**src/rtl/mat_pkg.sv**
```systemverilog
// rtl/mat_pkg.sv - shared constants, state encoding and element indexing for the 2x2 matrix stream multiplier
package mat_pkg;

    localparam int MAT_N        = 2;
    localparam int MAT_ELEMS    = MAT_N * MAT_N;
    localparam int MAT_IN_BYTES = 2 * MAT_ELEMS;

    typedef enum logic [1:0] {
        ST_LOAD    = 2'd0,
        ST_COMPUTE = 2'd1,
        ST_SEND    = 2'd2
    } mat_state_t;

    // Slot 0 is the element that lands in the MSBs of a packed matrix.
    function automatic logic [1:0] elem_idx(input logic row, input logic col);
        return {row, col};
    endfunction

endpackage

```
**src/rtl/mat_mac.sv**
```systemverilog
// rtl/mat_mac.sv - combinational multiply-accumulate, all arithmetic modulo 2^DW
module mat_mac #(
    parameter int DW = 8
) (
    input  logic [DW-1:0] i_a,
    input  logic [DW-1:0] i_b,
    input  logic [DW-1:0] i_acc,
    output logic [DW-1:0] o_acc
);

    logic [DW-1:0] w_prod;

    assign w_prod = i_a * i_b;
    assign o_acc  = i_acc + w_prod;

endmodule

```
**src/rtl/mat_stream_mul.sv**
```systemverilog
// rtl/mat_stream_mul.sv - byte-stream loader, sequential 2x2 matrix multiply and byte-stream result sender
module mat_stream_mul
    import mat_pkg::*;
#(
    parameter int DW = 8
) (
    input  logic            clk,
    input  logic            rst_n,
    input  logic [DW-1:0]   s_data,
    input  logic            s_valid,
    output logic            s_ready,
    output logic [DW-1:0]   m_data,
    output logic            m_valid,
    input  logic            m_ready,
    output logic            busy,
    output logic [4*DW-1:0] a_flat,
    output logic [4*DW-1:0] b_flat
);

    mat_state_t    r_state;
    logic [DW-1:0] r_a [MAT_ELEMS];
    logic [DW-1:0] r_b [MAT_ELEMS];
    logic [DW-1:0] r_r [MAT_ELEMS];
    logic [2:0]    r_in_cnt;
    logic [1:0]    r_out_cnt;
    logic [2:0]    r_step;
    logic          r_s_ready;
    logic          r_m_valid;
    logic [DW-1:0] r_m_data;
    logic          r_busy;

    logic          w_i, w_j, w_k;
    logic [DW-1:0] w_acc;
    logic          w_s_fire;
    logic          w_m_fire;

    // Step counter bits are {i, j, k}, so k advances fastest and i slowest.
    assign w_i = r_step[2];
    assign w_j = r_step[1];
    assign w_k = r_step[0];

    assign w_s_fire = s_valid && r_s_ready;
    assign w_m_fire = r_m_valid && m_ready;

    mat_mac #(.DW(DW)) u_mac (
        .i_a   (r_a[elem_idx(w_i, w_k)]),
        .i_b   (r_b[elem_idx(w_k, w_j)]),
        .i_acc (r_r[elem_idx(w_i, w_j)]),
        .o_acc (w_acc)
    );

    always_ff @(posedge clk or negedge rst_n) begin
        if (!rst_n) begin
            r_state   <= ST_LOAD;
            r_in_cnt  <= '0;
            r_out_cnt <= '0;
            r_step    <= '0;
            r_s_ready <= 1'b1;
            r_m_valid <= 1'b0;
            r_m_data  <= '0;
            r_busy    <= 1'b0;
            for (int n = 0; n < MAT_ELEMS; n++) begin
                r_a[n] <= '0;
                r_b[n] <= '0;
                r_r[n] <= '0;
            end
        end else begin
            case (r_state)
                ST_LOAD: begin
                    if (w_s_fire) begin
                        if (r_in_cnt[2])
                            r_b[r_in_cnt[1:0]] <= s_data;
                        else
                            r_a[r_in_cnt[1:0]] <= s_data;
                        if (r_in_cnt == 3'(MAT_IN_BYTES - 1)) begin
                            r_in_cnt  <= '0;
                            r_step    <= '0;
                            r_s_ready <= 1'b0;
                            r_busy    <= 1'b1;
                            r_state   <= ST_COMPUTE;
                            for (int n = 0; n < MAT_ELEMS; n++)
                                r_r[n] <= '0;
                        end else begin
                            r_in_cnt <= r_in_cnt + 3'd1;
                        end
                    end
                end
                ST_COMPUTE: begin
                    r_r[elem_idx(w_i, w_j)] <= w_acc;
                    r_step <= r_step + 3'd1;
                    // R00 was finished on step 1, so it can be presented as the last step retires.
                    if (r_step == 3'd7) begin
                        r_state   <= ST_SEND;
                        r_m_valid <= 1'b1;
                        r_m_data  <= r_r[0];
                    end
                end
                ST_SEND: begin
                    if (w_m_fire) begin
                        if (r_out_cnt == 2'd3) begin
                            r_out_cnt <= '0;
                            r_m_valid <= 1'b0;
                            r_s_ready <= 1'b1;
                            r_busy    <= 1'b0;
                            r_state   <= ST_LOAD;
                        end else begin
                            r_out_cnt <= r_out_cnt + 2'd1;
                            r_m_data  <= r_r[r_out_cnt + 2'd1];
                        end
                    end
                end
                default: r_state <= ST_LOAD;
            endcase
        end
    end

    assign s_ready = r_s_ready;
    assign m_valid = r_m_valid;
    assign m_data  = r_m_data;
    assign busy    = r_busy;
    assign a_flat  = {r_a[0], r_a[1], r_a[2], r_a[3]};
    assign b_flat  = {r_b[0], r_b[1], r_b[2], r_b[3]};

endmodule

```
**config.mk**
```make
export PLATFORM = sky130hd
export DESIGN_NAME = mat_stream_mul
export DESIGN_NICKNAME = d
export VERILOG_FILES = /design/src/rtl/mat_pkg.sv /design/src/rtl/mat_mac.sv /design/src/rtl/mat_stream_mul.sv
export SDC_FILE = /design/constraint.sdc
export NUM_CORES = 1
export LEC_CHECK = 0
export CAP_MARGIN = 40
export CORE_UTILIZATION = 40
export CTS_CLUSTER_SIZE = 14
export DETAILED_ROUTE_END_ITERATION = 10
export PLACE_DENSITY = 0.61
export SLEW_MARGIN = 5
export SYNTH_ARGS = -nofsm -noshare
export SYNTH_HDL_FRONTEND = slang
export SYNTH_SLANG_ARGS = --single-unit
```
**constraint.sdc**
```tcl
create_clock -name clk -period 6.3 [get_ports clk]
set_input_delay 0.63 -clock clk [delete_from_list [all_inputs] [get_ports clk]]
set_output_delay 0.63 -clock clk [all_outputs]
set_load 0.005 [all_outputs]
```
==> load_flow_metrics.sql, run 1 <==
INSERT INTO impl_metrics (metric_group, metric, value, unit) VALUES
('run_status', 'outcome', 'completed', ''),
('clock_tree', 'cts_setup_buffers', '0', ''),
('route', 'ant_nets', '0', ''),
('route', 'drcViolationCount', '0', ''),
('timing', 'drv_slew', '0', ''),
('power', 'finalPower', '0.001860', 'W'),
('layout', 'sequential_cell_area', '2929', 'um2'),
('power', 'leakage', '3.804', 'nW'),
('synth', 'synth.net_count', '559', ''),
('run', 'drv_cap', '0', ''),
('synth', 'async_reset_ff_share', '100.0', '%'),
('timing', 'period_needed', '5.318', 'ns'),
('floorplan', 'die_width', '128.0', 'um'),
('floorplan', 'coreArea', '15370', 'um2'),
('worst_setup_path', 'cp_slowest_cell', 'sky130_fd_sc_hd__dfrtp_1', ''),
('grt', 'global_route_wire_length_before_repair', '26.43', 'mm'),
('clock_tree', 'tritoncts', 'built', ''),
('place', 'dpl.cell_count', '798', ''),
('worst_setup_path', 'cp_data_arrival_time', '5.65', 'ns'),
('synth', 'post_synth.cell_area_avg', '12.61', 'um2'),
('synth', 'synth_area_leaders', 'sky130_fd_sc_hd__dfrtp_1, sky130_fd_sc_hd__mux2_2, sky130_fd_sc_hd__mux4_2', ''),
('route', 'route.detailed.vias_per_inst', '5.334', ''),
('worst_setup_path', 'worstPathRequired', '6.63', 'ns'),
('synth', 'synth_most_common_cell', 'sky130_fd_sc_hd__dfrtp_1', ''),
('place', 'total_half_perimeter_wirelength_after_legalization_and_detailed_placement', '11.98', 'mm'),
('clock_tree', 'clock_buffer_count_from_cts', '17', ''),
('timing', 'final.setup_skew', '0.01048', 'ns'),
('synth', 'synth.cell_area', '6355', 'um2'),
('floorplan', 'fp-row-count', '45', ''),
('timing', 'rsz0062_at_grt', 'no', ''),
('synth', 'yosysTopAreaCell', 'sky130_fd_sc_hd__dfrtp_1', ''),
('clock_tree', 'clockRootBuffer', 'sky130_fd_sc_hd__clkbuf_16', ''),
('timing', 'report.final.setup_viol', '0', ''),
('timing', 'worst_slew_margin_rel', '47.89', '%'),
('floorplan', 'fp.dieH', '128.0', 'um'),
('layout', 'area_taken_by_multi_input_logic_gates', '3166', 'um2'),
('worst_setup_path', 'criticalPathCategory', 'reg -> reg', ''),
('route', 'dr.first_iter.drc_count', '294', ''),
('worst_setup_path', 'crit_chain', 'mux4_2 -> nand2_1 -> fa_1 -> inv_1 -> fa_1 -> ha_1 -> inv_1 -> fa_1 -> inv_1 -> fa_1 -> a21o_1 -> a21oi_1 -> xnor2_1 -> xnor2_1 -> xnor3_1 -> o31ai_2', ''),
('synth', 'ys_dominant_reg_cell', 'sky130_fd_sc_hd__dfrtp_1', ''),
('power', 'pwr_density_cell', '228.4', 'nW/um2'),
('synth', 'number_of_flops_mapped_to_enable_cells_by_yosys', '0', ''),
('synth', 'post_synth_num_cell_types', '39', ''),
('place', 'port_buffers', '86', ''),
('layout', 'fin_nets', '661', ''),
('clock_tree', 'path_clk_slew', '0.06', 'ns'),
('synth', 'synth_top_cell_area_share', '45.68', '%'),
('synth', 'synthesis.instances', '504', ''),
('grt', 'grt_pass1_vias', '4795', ''),
('grt', 'global_route.usage.total', '21.74', '%'),
('timing', 'fmax', '0.1880', 'GHz'),
('layout', 'flow.area_growth_from_synthesis', '28.16', '%'),
('grt', 'antenna_violations_before_repair', '0', ''),
('min_path', 'holdCritPathClass', 'in -> async', ''),
('route', 'totalWireLength', '16.44', 'mm'),
('floorplan', 'initial_core_util', '41.34', '%'),
('worst_setup_path', 'critical_path.startpoint_type', 'flop', ''),
('worst_setup_path', 'max_stage_delay', '0.85', 'ns'),
('worst_setup_path', 'timing.critical_path.mode_cell', 'sky130_fd_sc_hd__fa_1', ''),
('synth', 'ys_top_cells_by_count', 'sky130_fd_sc_hd__dfrtp_1, sky130_fd_sc_hd__mux2_2, sky130_fd_sc_hd__nand2_1, sky130_fd_sc_hd__inv_1, sky130_fd_sc_hd__a22o_1', ''),
('worst_setup_path', 'critical_path_peak_fanout', '18', ''),
('grt', 'grt_start_max_net_pins', '58', ''),
('route', 'dr_total_vias', '4427', ''),
('layout', 'antenna_cells_inserted', '0', ''),
('clock_tree', 'clock_buffer_depth', '2', ''),
('floorplan', 'floorplan.io_pins', '87', ''),
('route', 'drt_pass1_iterations', '4', ''),
('clock_tree', 'resize_count_post_cts', '0', ''),
('clock_tree', 'cts_hold_buffers', '0', ''),
('timing', 'max_slew.worst_pin.slew', '0.7787', 'ns'),
('layout', 'drive_above_1_share', '22.78', '%');
-- stage by stage --
stage / setup slack (ns) / instance area [um2] / utilization, %
2_1_floorplan: 1.240 / 6355 / -
3_5_place_dp: 0.9736 / 7493 / 48.75
5_1_grt: 0.7026 / 8144 / 52.98
6_report: 0.9822 / 8144 / 52.98
4_1_cts: 0.9609 / 8144 / 52.98
3_3_place_gp: 1.065 / 7446 / 48.44
-- sequential cells by signal, summed over array words and instances, names as in the netlist --
| name | flops |
|---|---|
| m_data | 8 |
| s_ready | 1 |
| busy | 1 |
| r_in_cnt | 3 |
| a_flat | 32 |
| r_step | 3 |
| r_r | 32 |
| m_valid | 1 |
| b_flat | 32 |
| r_state | 2 |
| r_out_cnt | 2 |
-- per-layer routing --
metal  global-route usage, %  vias up  share of wire [%]
li1                        -     2001                  -
met1                   29.37     2274                 46
met2                   34.30      130                 48
met3                   4.925       22                4.8
met4                   8.097        0                1.4
met5                       0        -                  0
-- report_power, final --
group / switching, W / total (W) / internal [W]
Clock: 0.000373 / 0.00108 / 0.000706
Combinational: 0.0000212 / 0.0000296 / 0.00000848
Sequential: 0 / 0.000752 / 0.000752
Total: 0.000394 / 0.00186 / 0.00147
-- placed cells by master, fill, tap and decap left out, drive strengths merged, types with 3 or more instances in the layout --
| cell | netlist | layout |
|---|---|---|
| dfrtp | 116 | 116 |
| clkdlybuf4s50 | 0 | 85 |
| mux2 | 73 | 73 |
| nand2 | 57 | 57 |
| inv | 51 | 55 |
| a22o | 30 | 30 |
| ha | 25 | 25 |
| mux4 | 24 | 24 |
| o21ai | 21 | 21 |
| fa | 18 | 18 |
| clkbuf | 7 | 18 |
| xnor2 | 12 | 12 |
| and2 | 11 | 11 |
| buf | 5 | 10 |
| nor2 | 8 | 8 |
| o22ai | 8 | 8 |
| o211ai | 8 | 8 |
| bufinv | 0 | 5 |
| nor3 | 4 | 4 |
| xor2 | 4 | 4 |
| a21o | 3 | 3 |
| a21oi | 3 | 3 |
| clkinvlp | 0 | 3 |
-- path summary, 6_finish.rpt --
kind                                       endpoint                      from  cells after the start
hold reg to reg            r_out_cnt[1]$_DFFE_PN0P_  r_out_cnt[1]$_DFFE_PN0P_                      2
setup reg to reg                r_r[15]$_DFFE_PN0P_     r_step[2]$_DFFE_PN0P_                     16
setup / recovery                r_r[15]$_DFFE_PN0P_     r_step[2]$_DFFE_PN0P_                     16
max in group asynchronous    b_flat[26]$_DFFE_PN0P_                     rst_n                      3
min in group clk           r_out_cnt[1]$_DFFE_PN0P_  r_out_cnt[1]$_DFFE_PN0P_                      2
hold / removal                     busy$_DFFE_PN0P_                     rst_n                      1
-- layout make-up --
class | instances | area share, %
multi-input combinational | 324 | 38.87
sequential | 117 | 35.97
tap | 211 | 3.242
timing repair buffer | 95 | 11.58
clock buffer | 18 | 5.270
clock inverter | 14 | 2.719
inverter | 51 | 2.351
-- kinds of logic after synthesis --
family	Yosys count	synth area share [%]
compound gates	78	8.742
xor+xnor	17	2.678
fa+ha+maj	43	10.59
simple gates	89	6.242
mux	97	21.56
flops	117	46.09
buf+inv	63	4.095
-- critical path, delay by kind of cell (launching register included) --
family / cells / cell delay (ns)
adder cells (fa/ha/maj): 5 / 2.27
flip-flops: 1 / 0.85
AO/OA/AOI/OAI: 3 / 0.62
buffers and inverters: 3 / 0.17
multiplexers: 1 / 0.45
XOR/XNOR: 3 / 0.77
AND/OR/NAND/NOR: 1 / 0.10
Power figures use the tool's default switching activity.
==> run 2: changes to the inputs <==
--- a/config.mk
+++ b/config.mk
@@ -9,7 +9,7 @@
 export CORE_UTILIZATION = 40
 export CTS_CLUSTER_SIZE = 14
 export DETAILED_ROUTE_END_ITERATION = 10
-export PLACE_DENSITY = 0.61
+export PLACE_DENSITY = 0.64
 export SLEW_MARGIN = 5
 export SYNTH_ARGS = -nofsm -noshare
 export SYNTH_HDL_FRONTEND = slang
==> constraint.sdc (replaced) <==
create_clock -name clk -period 4.35 [get_ports clk]
set_input_delay 0.435 -clock clk [delete_from_list [all_inputs] [get_ports clk]]
set_output_delay 0.435 -clock clk [all_outputs]
set_load 0.005 [all_outputs]
==> load_flow_metrics.sql, run 2 (synthesis results as in run 1) <==
INSERT INTO impl_metrics (metric_group, metric, value, unit) VALUES
('grt', 'global_route_wire_length_before_repair', '26.84', 'mm'),
('power', 'power_frac_seq', '40.3', '%'),
('power', 'power_dissipated_by_switching_net_loads', '0.0005092', 'W'),
('route', 'wire_per_inst', '19.01', 'um'),
('worst_setup_path', 'criticalPathCategory', 'reg -> reg', ''),
('worst_setup_path', 'critical_path.startpoint_type', 'flop', ''),
('grt', 'antenna_violations_before_repair', '0', ''),
('timing', 'period_needed', '4.609', 'ns'),
('min_path', 'holdCritPathClass', 'in -> async', ''),
('layout', 'flow.area_growth_from_synthesis', '37.63', '%'),
('worst_setup_path', 'cp_data_arrival_time', '4.93', 'ns'),
('layout', 'final_core_utilization', '56.90', '%'),
('timing', 'worst_setup_slack_final', '-0.2586', 'ns'),
('timing', 'rsz0062_at_grt', 'yes', ''),
('route', 'drcViolationCount', '0', ''),
('timing', 'fmax', '0.2170', 'GHz'),
('grt', 'gr-total-overflow', '0', ''),
('timing', 'drv_slew', '0', ''),
('route', 'route.detailed.vias_per_inst', '5.203', ''),
('run', 'drv_cap', '0', ''),
('clock_tree', 'clock_buffer_count_from_cts', '17', ''),
('route', 'drt_pass1_iterations', '4', ''),
('floorplan', 'initial_core_util', '41.34', '%'),
('clock_tree', 'clockRootBuffer', 'sky130_fd_sc_hd__clkbuf_16', ''),
('timing', 'final.setup_skew', '0.006768', 'ns'),
('layout', 'filler_cell_count', '1235', ''),
('power', 'ir_drop', '232.0', 'uV'),
('power', 'share_clk_of_total_power', '58.2', '%'),
('place', 'preCtsSetupSlack', '-0.3219', 'ns'),
('timing', 'worst_slew_margin_rel', '43.50', '%'),
('layout', 'most_frequent_cells_in_the_layout', 'sky130_fd_sc_hd__dfrtp_1, sky130_fd_sc_hd__clkdlybuf4s50_1, sky130_fd_sc_hd__mux2_2', ''),
('layout', 'fin_nets', '707', ''),
('timing', 'max_slew.worst_pin.slew', '0.8418', 'ns'),
('worst_setup_path', 'critPathCaptureType', 'flop', ''),
('layout', 'drive_above_1_share', '35.94', '%'),
('place', 'gp_congestion', '0.8419', ''),
('place', 'total_half_perimeter_wirelength_after_legalization_and_detailed_placement', '11.89', 'mm'),
('clock_tree', 'clock_buffer_depth', '2', ''),
('floorplan', 'fp-row-count', '45', ''),
('floorplan', 'coreArea', '15370', 'um2'),
('floorplan', 'die_area', '16400', 'um2'),
('worst_setup_path', 'worstPathRequired', '4.67', 'ns'),
('run_status', 'outcome', 'complete, but fails checks', ''),
('place', 'port_buffers', '86', ''),
('route', 'totalWireLength', '16.66', 'mm'),
('power', 'leakage', '4.079', 'nW'),
('clock_tree', 'cts.sinks', '117', ''),
('timing', 'report.final.hold_viol_count', '0', ''),
('route', 'ant_nets', '0', ''),
('power', 'pwr_density_cell', '309.5', 'nW/um2'),
('grt', 'grt_start_max_net_pins', '59', ''),
('run_status', 'violated_checks', 'setup timing', ''),
('timing', 'report.final.setup_viol', '4', ''),
('worst_setup_path', 'critical_path_peak_fanout', '7', ''),
('layout', 'antenna_cells_inserted', '0', ''),
('power', 'power.switching_fraction', '18.82', '%'),
('timing', 'final_period_utilization', '105.9', '%'),
('clock_tree', 'ctsHtreeMaxLevel', '4', ''),
('route', 'dr.first_iter.drc_count', '252', ''),
('route', 'dr_total_vias', '4558', ''),
('grt', 'global_route.usage.total', '22.14', '%'),
('grt', 'grt_pass1_vias', '4941', ''),
('power', 'power_report.internal_total', '0.002197', 'W'),
('clock_tree', 'tritoncts', 'built', ''),
('clock_tree', 'path_clk_slew', '0.05', 'ns'),
('layout', 'layout.cells.most_common', 'sky130_fd_sc_hd__dfrtp_1', ''),
('clock_tree', 'clk_latency', '0.42', 'ns'),
('power', 'comb_pwr_share', '1.5', '%'),
('floorplan', 'die_width', '128.0', 'um'),
('floorplan', 'fp.dieH', '128.0', 'um'),
('floorplan', 'floorplan.io_pins', '87', '');
-- run 2: worst max-delay path, stage by stage (launching register included) --
cell	delay, ns
sky130_fd_sc_hd__dfrtp_2	0.45
sky130_fd_sc_hd__mux4_2	0.64
sky130_fd_sc_hd__and2_4	0.22
sky130_fd_sc_hd__fa_2	0.41
sky130_fd_sc_hd__ha_4	0.26
sky130_fd_sc_hd__ha_4	0.26
sky130_fd_sc_hd__inv_2	0.03
sky130_fd_sc_hd__fa_1	0.48
sky130_fd_sc_hd__inv_2	0.04
sky130_fd_sc_hd__ha_4	0.16
sky130_fd_sc_hd__fa_2	0.38
sky130_fd_sc_hd__a21o_1	0.19
sky130_fd_sc_hd__a21oi_4	0.14
sky130_fd_sc_hd__xnor2_2	0.15
sky130_fd_sc_hd__xnor2_2	0.16
sky130_fd_sc_hd__xnor3_2	0.33
sky130_fd_sc_hd__o31ai_2	0.21
-- run 2: cell type report --
class	instances	area [um2]	area share, %
clock buffer	26	549.3	6.280
clock inverter	6	133.9	1.531
inverter	51	191.4	2.189
multi-input combinational	324	3352	38.33
sequential	117	2933	33.53
tap	211	264.0	3.019
timing repair buffer	141	1323	15.12
-- run 2: power by group through the flow --
stage | Combinational (W) | Clock, W | Sequential, W
2_1_floorplan | 0.000000686 | 0 | 0.00111
4_1_cts | 0.0000427 | 0.00160 | 0.00109
6_report | 0.0000409 | 0.00158 | 0.00109
3_5_place_dp | 0.0000419 | 0 | 0.00111
5_1_grt | 0.0000472 | 0.00166 | 0.00109
3_3_place_gp | 0.0000403 | 0 | 0.00111
-- run 2: per-layer routing --
metal  GRT usage [%]  share of wire [%]  vias up
li1                -                  -     2093
met1           30.02                 45     2318
met2           35.42                 49      129
met3           4.841                4.2       18
met4           7.266                1.4        0
met5               0                  0        -
-- run 2: per-stage QoR --
step	hold WS, ns	instances	total power, W	TNS [ns]	instance area, um2
5_1_grt	0.3752	876	0.002797	-1.379	8746
2_1_floorplan	0.1394	504	0.001109	-0.2483	6399
3_5_place_dp	0.2621	834	0.001150	-1.117	7800
4_1_cts	0.3586	875	0.002736	-0.6466	8695
3_3_place_gp	0.2602	833	0.001149	-0.8269	7795
6_report	0.3783	876	0.002706	-0.7667	8746
-- run 2: worst paths after layout --
| kind | slack (ns) | cells past startpoint | endpoint | from |
|---|---|---|---|---|
| max | -0.26 | 16 | r_r[15]$_DFFE_PN0P_ | r_step[1]$_DFFE_PN0P_ |
| min | 0.38 | 2 | r_in_cnt[0]$_DFFE_PN0P_ | rst_n |
| max reg2reg | -0.26 | 16 | r_r[15]$_DFFE_PN0P_ | r_step[1]$_DFFE_PN0P_ |
| min reg2reg | 0.50 | 2 | r_out_cnt[1]$_DFFE_PN0P_ | r_out_cnt[1]$_DFFE_PN0P_ |
| max in group asynchronous | 3.02 | 3 | r_step[0]$_DFFE_PN0P_ | rst_n |
| min in group clk | 0.50 | 2 | r_out_cnt[1]$_DFFE_PN0P_ | r_out_cnt[1]$_DFFE_PN0P_ |
-- run 2: repair_timing --
item | 4_1_cts | 5_1_grt
hold endpoints to repair | 7 | 0
pin swaps | 9 | 5
gates resized for setup | 42 | 11
endpoints found under the setup margin | 4 | 8
buffers inserted | 8 | 1
hold buffers | 1 | 0
==> run 3: changes to the inputs <==
--- a/config.mk
+++ b/config.mk
@@ -6,10 +6,11 @@
 export NUM_CORES = 1
 export LEC_CHECK = 0
 export CAP_MARGIN = 40
-export CORE_UTILIZATION = 40
+export CORE_UTILIZATION = 45
+export CTS_BUF_LIST = sky130_fd_sc_hd__clkbuf_2 sky130_fd_sc_hd__clkbuf_4 sky130_fd_sc_hd__clkbuf_8
 export CTS_CLUSTER_SIZE = 14
 export DETAILED_ROUTE_END_ITERATION = 10
-export PLACE_DENSITY = 0.64
+export PLACE_DENSITY = 0.7
 export SLEW_MARGIN = 5
 export SYNTH_ARGS = -nofsm -noshare
 export SYNTH_HDL_FRONTEND = slang
==> load_flow_metrics.sql, run 3 (synthesis results as in run 1) <==
INSERT INTO impl_metrics (metric_group, metric, value, unit) VALUES
('layout', 'final_core_utilization', '60.33', '%'),
('worst_setup_path', 'cp_data_arrival_time', '4.93', 'ns'),
('route', 'drcViolationCount', '0', ''),
('timing', 'report.final.hold_viol_count', '0', ''),
('grt', 'gr-total-overflow', '0', ''),
('route', 'dr.first_iter.drc_count', '346', ''),
('route', 'route.detailed.vias_per_inst', '5.532', ''),
('clock_tree', 'clock_buffer_depth', '2', ''),
('layout', 'antenna_cells_inserted', '0', ''),
('clock_tree', 'path_clk_slew', '0.07', 'ns'),
('timing', 'final.setup_skew', '0.01025', 'ns'),
('route', 'drt_pass1_iterations', '5', ''),
('worst_setup_path', 'worstPathRequired', '4.71', 'ns'),
('route', 'totalWireLength', '16.33', 'mm'),
('floorplan', 'die_area', '14600', 'um2'),
('route', 'wire_per_inst', '19.46', 'um'),
('power', 'leakage', '3.933', 'nW'),
('min_path', 'timing.hold.worst_path_depth', '2', ''),
('power', 'power_frac_seq', '47.5', '%'),
('layout', 'flow.area_growth_from_synthesis', '31.27', '%'),
('place', 'total_half_perimeter_wirelength_after_legalization_and_detailed_placement', '11.83', 'mm'),
('worst_setup_path', 'critical_path.startpoint_type', 'flop', ''),
('run', 'drv_cap', '0', ''),
('route', 'met2_length', '7.765', 'mm'),
('run_status', 'violated_checks', 'setup timing', ''),
('grt', 'grt_pass1_vias', '4797', ''),
('clock_tree', 'clk_latency', '0.45', 'ns'),
('clock_tree', 'clock_buffer_count_from_cts', '17', ''),
('timing', 'worst_slew_margin_rel', '45.79', '%'),
('clock_tree', 'clockRootBuffer', 'sky130_fd_sc_hd__clkbuf_8', ''),
('power', 'power_dissipated_by_switching_net_loads', '0.0004890', 'W'),
('worst_setup_path', 'crit_chain', 'buf_4 -> mux4_2 -> nand2_1 -> fa_1 -> inv_2 -> ha_4 -> ha_4 -> inv_2 -> fa_1 -> inv_2 -> ha_4 -> fa_2 -> a21o_1 -> a21oi_2 -> xnor2_1 -> xnor2_1 -> xnor3_2 -> o31ai_2', ''),
('place', 'preCtsSetupSlack', '-0.1997', 'ns'),
('timing', 'fmax', '0.2191', 'GHz'),
('layout', 'layout.cells.most_common', 'sky130_fd_sc_hd__dfrtp_1', ''),
('power', 'power_report.internal_total', '0.001800', 'W'),
('clock_tree', 'ctsHtreeMaxLevel', '4', ''),
('grt', 'grt_start_max_net_pins', '46', ''),
('layout', 'drive_above_1_share', '32.02', '%'),
('run_status', 'outcome', 'complete, but fails checks', ''),
('power', 'share_clk_of_total_power', '50.7', '%'),
('power', 'comb_pwr_share', '1.8', '%'),
('power', 'ir_drop', '269.4', 'uV'),
('worst_setup_path', 'critPathCaptureType', 'flop', ''),
('clock_tree', 'tritoncts', 'built', ''),
('route', 'detailroute.wirelength.met3', '989', 'um'),
('route', 'dr_total_vias', '4641', ''),
('timing', 'max_slew.worst_pin.slew', '0.8102', 'ns'),
('floorplan', 'initial_core_util', '45.96', '%'),
('power', 'pwr_density_cell', '274.4', 'nW/um2'),
('worst_setup_path', 'r2r_cells', '18', ''),
('layout', 'filler_cell_count', '1083', ''),
('worst_setup_path', 'max_stage_delay', '0.58', 'ns'),
('route', 'ant_nets', '0', ''),
('floorplan', 'fp.dieH', '120.8', 'um'),
('grt', 'antenna_violations_before_repair', '0', ''),
('layout', 'area_taken_by_multi_input_logic_gates', '3267', 'um2'),
('floorplan', 'coreArea', '13830', 'um2'),
('timing', 'rsz0062_at_grt', 'yes', ''),
('worst_setup_path', 'criticalPathCategory', 'reg -> reg', ''),
('floorplan', 'fp-row-count', '43', ''),
('place', 'port_buffers', '86', ''),
('timing', 'fin_worst_hold_slack', '0.5097', 'ns'),
('timing', 'report.final.setup_viol', '4', ''),
('grt', 'global_route_wire_length_before_repair', '25.96', 'mm'),
('layout', 'most_frequent_cells_in_the_layout', 'sky130_fd_sc_hd__dfrtp_1, sky130_fd_sc_hd__clkdlybuf4s50_1, sky130_fd_sc_hd__mux2_2', ''),
('route', 'route.top_layer_used', 'met4', ''),
('min_path', 'holdCritPathClass', 'reg -> reg', ''),
('timing', 'final_period_utilization', '104.9', '%'),
('floorplan', 'floorplan.io_pins', '87', ''),
('timing', 'final.setup.tns', '-0.7119', 'ns'),
('timing', 'period_needed', '4.564', 'ns'),
('layout', 'sequential_cell_area', '2932', 'um2'),
('timing', 'drv_slew', '0', ''),
('worst_setup_path', 'critical_path_peak_fanout', '4', ''),
('route', 'wl_met1', '7.323', 'mm'),
('place', 'gp_congestion', '0.8622', ''),
('layout', 'fin_nets', '701', ''),
('grt', 'global_route.usage.total', '24.00', '%'),
('timing', 'worst_setup_slack_final', '-0.2136', 'ns'),
('worst_setup_path', 'cp_slowest_cell', 'sky130_fd_sc_hd__mux4_2', ''),
('floorplan', 'die_width', '120.8', 'um'),
('power', 'power.switching_fraction', '21.37', '%'),
('clock_tree', 'cts.sinks', '117', '');
==> run 3: power groups by stage <==
stage / clock network [W] / registers, W / logic [W]
after global routing: 0.00123 / 0.00109 / 0.0000469
after detailed placement: 0 / 0.00111 / 0.0000415
final: 0.00116 / 0.00109 / 0.0000407
after CTS: 0.00118 / 0.00109 / 0.0000424
after floorplan: 0 / 0.00111 / 0.000000686
after global placement: 0 / 0.00111 / 0.0000403
==> run 3: critical path: cells and delay by family, from the launching register on <==
family | cells | cell delay [ns]
DFF | 1 | 0.40
AOI/OAI and AO/OA | 3 | 0.50
xor gates and xnor gates | 3 | 0.62
adders and majority gates | 6 | 1.96
buffers and inverters | 4 | 0.31
and+or+nand+nor | 1 | 0.13
muxes | 1 | 0.58
==> run 3: final cells by class <==
class / count / area share (%)
clock buffer: 19 / 3.060
clock inverter: 13 / 2.445
inverter: 51 / 2.295
multi-input combinational: 324 / 39.16
sequential: 117 / 35.14
tap: 180 / 2.700
timing repair buffer: 135 / 15.19
==> run 3: stage by stage <==
step | cell area (um2) | std cells | power [W]
after global placement | 7721 | 799 | 0.001148
final | 8342 | 839 | 0.002289
after CTS | 8250 | 837 | 0.002310
after global routing | 8342 | 839 | 0.002359
after floorplan | 6399 | 504 | 0.001109
after detailed placement | 7734 | 801 | 0.001150
==> run 3: path summary, 6_finish.rpt <==
| path | startpoint | endpoint | slack, ns |
|---|---|---|---|
| hold / removal | r_r[7]$_DFFE_PN0P_ | r_r[7]$_DFFE_PN0P_ | 0.51 |
| setup reg to reg | r_step[0]$_DFFE_PN0P_ | r_r[15]$_DFFE_PN0P_ | -0.21 |
| max in group asynchronous | rst_n | r_step[1]$_DFFE_PN0P_ | 2.83 |
| setup / recovery | r_step[0]$_DFFE_PN0P_ | r_r[15]$_DFFE_PN0P_ | -0.21 |
| min in group asynchronous | rst_n | r_in_cnt[0]$_DFFE_PN0P_ | 0.52 |
| hold reg to reg | r_r[7]$_DFFE_PN0P_ | r_r[7]$_DFFE_PN0P_ | 0.51 |
==> run 3: layer usage <==
metal	track usage [%]	vias up
met5	0	-
met4	9.259	0
met3	5.330	19
met2	35.82	165
met1	34.14	2375
li1	-	2082
==> run 3: what timing repair did <==
action                                  in CTS  in global routing
buffers inserted                             3                  1
endpoints found under the setup margin       4                  7
hold buffers                                 1                  0
cloned                                       0                  1
gates resized for setup                     11                 13
pin swaps                                    3                  6
hold endpoints to repair                    40                  0
